<file path="src/rtl/imm_ext_unit_pkg.sv">
`default_nettype none
// ============================================================================
//  Module      : imm_ext_unit_pkg
//  Description : Shared mode and prefix-state encodings for the immediate
//                extender (imm_ext_comb, imm_ext_unit).
//  Revision    : 1.0 - initial release
// ============================================================================
package imm_ext_unit_pkg;

    // Extension mode carried alongside each raw immediate
    typedef logic [1:0] mode_t;
    localparam mode_t MODE_SEXT = 2'b00;
    localparam mode_t MODE_ZEXT = 2'b01;
    localparam mode_t MODE_SHL  = 2'b10;
    localparam mode_t MODE_PFX  = 2'b11;

    // Prefix tracker: IDLE (no prefix held) or HELD (pfx waiting for a user)
    typedef logic [0:0] state_t;
    localparam state_t ST_IDLE = 1'b0;
    localparam state_t ST_HELD = 1'b1;

endpackage : imm_ext_unit_pkg
`default_nettype wire

</file>
<file path="src/rtl/imm_ext_comb.sv">
`default_nettype none
// ============================================================================
//  Module      : imm_ext_comb
//  Description : Pure combinational immediate extension. Builds the pre-shift
//                value {upper, in} where upper is the sign/zero fill or a held
//                prefix, then applies the SHL shift when selected.
//  Revision    : 1.0 - initial release
// ============================================================================
module imm_ext_comb
    import imm_ext_unit_pkg::*;
#(
    parameter int IN_W  = 12,
    parameter int OUT_W = 16,
    parameter int SHAMT = 1
) (
    input  logic [IN_W-1:0]        in,
    input  mode_t                  mode,
    input  logic [OUT_W-IN_W-1:0]  pfx,
    input  logic                   use_pfx,
    output logic [OUT_W-1:0]       out
);

    localparam int c_P_W = OUT_W - IN_W;

    logic [c_P_W-1:0] w_upper;
    logic [OUT_W-1:0] w_pre;

    // Select the upper fill bits, form the pre-shift value and apply SHL
    always_comb begin
        w_upper = {c_P_W{in[IN_W-1]}};
        if (use_pfx) begin
            w_upper = pfx;
        end else if (mode == MODE_ZEXT) begin
            w_upper = '0;
        end
        w_pre = {w_upper, in};
        out   = w_pre;
        if (mode == MODE_SHL) begin
            out = w_pre << SHAMT;
        end
    end

endmodule : imm_ext_comb
`default_nettype wire

</file>
<file path="src/rtl/imm_ext_unit.sv">
`default_nettype none
// ============================================================================
//  Module      : imm_ext_unit
//  Description : Pipelined immediate extender with valid/ready input, one
//                registered output stage with backpressure, and an optional
//                prefix mechanism supplying the upper bits of the next result.
//                Optional feature macro: IMM_EXT_PREFIX_EN (prefix FSM, pfx
//                register and err pulse; when undefined mode 11 acts as SEXT).
//  Revision    : 1.0 - initial release
// ============================================================================
module imm_ext_unit
    import imm_ext_unit_pkg::*;
#(
    parameter int IN_W  = 12,
    parameter int OUT_W = 16,
    parameter int SHAMT = 1
) (
    input  logic              clk,
    input  logic              reset,
    input  logic [IN_W-1:0]   in,
    input  logic [1:0]        mode,
    input  logic              in_valid,
    output logic              in_ready,
    input  logic              flush,
    output logic [OUT_W-1:0]  out,
    output logic              out_valid,
    input  logic              out_ready,
    output logic              err
);

    localparam int c_P_W = OUT_W - IN_W;

    logic             w_accept;
    logic             w_load;
    logic             w_use_pfx;
    logic [c_P_W-1:0] w_pfx;
    logic [OUT_W-1:0] w_ext;
    logic [OUT_W-1:0] r_out;
    logic             r_out_valid;

    // Nothing is accepted while reset is asserted, so in_ready reads 0 then
    assign in_ready = !reset && (!r_out_valid || out_ready);
    assign w_accept = in_valid && in_ready;

`ifdef IMM_EXT_PREFIX_EN
    state_t           r_state;
    state_t           w_state_nxt;
    logic [c_P_W-1:0] r_pfx;
    logic [c_P_W-1:0] w_pfx_in;
    logic             r_err;
    logic             w_is_pfx;
    logic             w_held_eff;

    // Prefix field is the low P bits of in, zero-padded if P exceeds IN_W
    if (c_P_W <= IN_W) begin : g_pfx_narrow
        assign w_pfx_in = in[c_P_W-1:0];
    end else begin : g_pfx_wide
        assign w_pfx_in = {{(c_P_W-IN_W){1'b0}}, in};
    end

    // A flush in the same cycle drops the held prefix before it can be used
    assign w_is_pfx   = (mode == MODE_PFX);
    assign w_held_eff = (r_state == ST_HELD) && !flush;
    assign w_use_pfx  = w_held_eff;
    assign w_pfx      = r_pfx;
    assign w_load     = w_accept && !w_is_pfx;
    assign err        = r_err;

    // Next prefix state: flush clears, a PFX accept holds, any other accept releases
    always_comb begin
        w_state_nxt = r_state;
        if (flush) begin
            w_state_nxt = ST_IDLE;
        end
        if (w_accept) begin
            w_state_nxt = w_is_pfx ? ST_HELD : ST_IDLE;
        end
    end

    // Prefix state, prefix register and double-prefix error pulse
    always_ff @(posedge clk) begin
        if (reset) begin
            r_state <= ST_IDLE;
            r_pfx   <= '0;
            r_err   <= 1'b0;
        end else begin
            r_state <= w_state_nxt;
            r_err   <= w_accept && w_is_pfx && w_held_eff;
            if (w_accept && w_is_pfx) begin
                r_pfx <= w_pfx_in;
            end
        end
    end
`else
    logic w_unused_flush;

    // Without prefix support every accept produces a result and flush is inert
    assign w_unused_flush = flush;
    assign w_use_pfx      = 1'b0;
    assign w_pfx          = '0;
    assign w_load         = w_accept;
    assign err            = 1'b0;
`endif

    imm_ext_comb #(
        .IN_W  (IN_W),
        .OUT_W (OUT_W),
        .SHAMT (SHAMT)
    ) u_comb (
        .in      (in),
        .mode    (mode_t'(mode)),
        .pfx     (w_pfx),
        .use_pfx (w_use_pfx),
        .out     (w_ext)
    );

    // Output stage: load on a producing accept, drain when the consumer takes it
    always_ff @(posedge clk) begin
        if (reset) begin
            r_out       <= '0;
            r_out_valid <= 1'b0;
        end else if (w_load) begin
            r_out       <= w_ext;
            r_out_valid <= 1'b1;
        end else if (out_ready) begin
            r_out_valid <= 1'b0;
        end
    end

    assign out       = r_out;
    assign out_valid = r_out_valid;

endmodule : imm_ext_unit
`default_nettype wire

</file>
<file path="config.mk">
export PLATFORM = sky130hd
export DESIGN_NAME = imm_ext_unit
export DESIGN_NICKNAME = d
export VERILOG_FILES = /design/src/rtl/imm_ext_unit_pkg.sv /design/src/rtl/imm_ext_comb.sv /design/src/rtl/imm_ext_unit.sv
export SDC_FILE = /design/constraint.sdc
export NUM_CORES = 1
export LEC_CHECK = 0
export CORE_ASPECT_RATIO = 1.75
export CORE_MARGIN = 2
export CORE_UTILIZATION = 35
export CTS_CLUSTER_SIZE = 8
export DETAILED_ROUTE_END_ITERATION = 16
export GPL_ROUTABILITY_DRIVEN = 0
export GPL_TIMING_DRIVEN = 0
export PLACE_DENSITY = 0.73
export SYNTH_ARGS = -nofsm -noshare
export SYNTH_HDL_FRONTEND = slang
export SYNTH_SLANG_ARGS = --single-unit
</file>
<file path="constraint.sdc">
create_clock -name clk -period 1 [get_ports clk]
set_input_delay 0.15 -clock clk [delete_from_list [all_inputs] [get_ports clk]]
set_output_delay 0.15 -clock clk [all_outputs]
set_load 0.02 [all_outputs]
</file>
==> summary.txt <==
PortBufs: 34
DRC Markers: 0
unrepaired setup endpoints after global routing: true
num rows: 23
Skew-Pair Late Insertion Delay: 250 ps
classification of the worst-slack hold path: primary input to register
Setup crit end kind: register
Yosys top cell area share: 36.6%
top post-synthesis cells by area: dfxtp_1 (37%), a311oi_2 (18%), nand2_1 (10%), a21oi_2 (8.5%), buf_6 (4.1%)
setup TNS: -1740 ps
total CTS buffers: 3
max_cap viols: 0
number of synthesized register bits: 15
Initial Util: 36.5%
WHS: 125 ps
clock root cell: clkbuf_8
status: finished with violations
# setup viols final: 14
Antenna Cells: 0
Sink Count: 15
post-synth net total: 108
YS warnings: 0
WL final: 2.39 mm
Bufs on Longest Clock Path: 2
sequential fraction of the synthesis area: 36.6%
type of origin of the critical path: register
Synth Instances: 89
PD cells: 1210 nW/um2
largest net degree at the start of global routing: 11
fin crit period: 1160 ps
vias per cell: 5.17
post-route clock skew: 3.01 ps
cell area after placement: 1200 um2
design area: 1350 um2
Routed Antenna Nets: 0
CP Class: register to register
die width: 40.6 um
Layout area overhead: 64.7%
die area: 2760 um2
worst path required time: 1120 ps
fin crit share: 116%
R2R Setup Slk: -160 ps
number of H-tree levels: 1
worst-path maximum fanout: 5
endpoints failing hold: 0
total track usage: 18.7%
CTS tree: built
layout cells sized above 1: 51.8%
nets@finish: 157
post-synth cell types: 19
GRT overflow: 0
Worst VDD drop: 0.901 mV
setup ws final: -161 ps
initial antenna violation count: 0
Detailed Routing Iterations Pass 1: 4
worst path arrival time: 1280 ps
failing checks: negative setup slack
cell taking the most area after synthesis: dfxtp_1
Leakage: 0.575 nW
via count: 837
CORE AREA: 2240 um2
Die H: 68.0 um
Final Max Slew Viols: 0
first-pass GRT wire length: 3.53 mm
DR iter-0 viols: 12
Final HPWL DP: 1.55 mm
average cell area after synthesis: 9.21 um2
# fillers: 205
vias in the first global route: 823
clock slew at reported path FFs: 60 ps
Routed WL per cell: 14.8 um
Synth Cell Area: 820 um2
Top-Level Pins: 38
f_max: 861 MHz
## layout by cell type (no fill, tap or decap), types with 3 or more instances in the layout
master            n
nand2_1          22
buf_2            15
dfxtp_1          13
clkdlybuf4s50_1  12
buf_4            11
a311oi_2         11
buf_6             9
a21oi_2           9
a21oi_1           5
dlygate4sd2_1     5
clkbuf_8          3
## Yosys cell counts
cell type	n
nor2b_1	1
nand4_1	1
a311oi_2	10
inv_1	1
o21ai_0	3
a21oi_2	8
buf_2	3
nor2_1	4
buf_4	4
o2111ai_1	1
a21oi_1	6
nand2_1	22
nor2b_4	1
buf_6	3
nand2b_1	3
and2b_1	1
dfxtp_1	15
a311oi_1	1
conb_1	1
## final cells by class
| class | instances | area (um2) | area share (%) |
|---|---|---|---|
| clock buffers | 4 | 45.0 | 3.34 |
| flip-flops and latches | 15 | 303 | 22.4 |
| plain buffers | 10 | 95.1 | 7.04 |
| well taps | 25 | 31.3 | 2.32 |
| repair buffers | 44 | 375 | 27.8 |
| multi-input cells | 63 | 497 | 36.8 |
| inverters | 1 | 3.75 | 0.278 |
## layer usage
metal,up-vias,track usage [%],routed length (um)
li1,409,-,-
met1,393,19.2,874
met2,30,34.3,1340
met3,5,3.25,140
met4,0,7.92,32
met5,-,0,0
## state kept, by name, indices dropped and copies added (netlist names)
signal / flops
out: 14
out_valid: 1
## critical path, cell delays in order (launching register included)
cell      delay (ps)
dfxtp_2          320
and2b_2          210
buf_4            140
nor2_4           120
buf_6            150
a311oi_2         100
## stage by stage
stage | power, W | std cells | setup slack, ps | utilization [%]
final | 0.00164 | 162 | -161 | 60.1
after global routing | 0.00171 | 162 | -198 | 60.1
after CTS | 0.00164 | 160 | -167 | 59.4
after detailed placement | 0.00111 | 148 | -717 | 53.4
after global placement | 0.00111 | 148 | -713 | 53.4
after floorplan | 0.000920 | 89 | -52.8 | -
## what timing repair did
item | in CTS | in global routing
pin swaps | 5 | 6
buffers inserted | 6 | 2
hold buffers | 0 | 0
cloned | 3 | 0
resized for setup | 92 | 9
setup endpoints to repair | 32 | 21
## logic make-up after synthesis
kind of cell,Yosys count,share of synthesized area [%]
and+or+nand+nor,33,18.3
buffers and inverters,11,10.1
AOI/OAI and AO/OA,29,34.5
DFF,15,36.6
other,1,0.458
## path summary, 6_finish.rpt
path	start	to	depth (start not counted)
setup reg to reg	out_valid	out[1]	5
setup / recovery	out_valid	out[1]	5
hold reg to reg	out[12]	out[12]	2
hold / removal	reset	out[6]	2
## power by group
part | leakage (nW) | switching (W) | internal [W] | total, W
sequential | 0.124 | 0.0000230 | 0.000637 | 0.000660
clock | 0.0228 | 0.000214 | 0.000282 | 0.000496
combinational | 0.428 | 0.000244 | 0.000239 | 0.000483
total | 0.575 | 0.000481 | 0.00116 | 0.00164
Note: power is estimated with default switching activity, not from simulation.
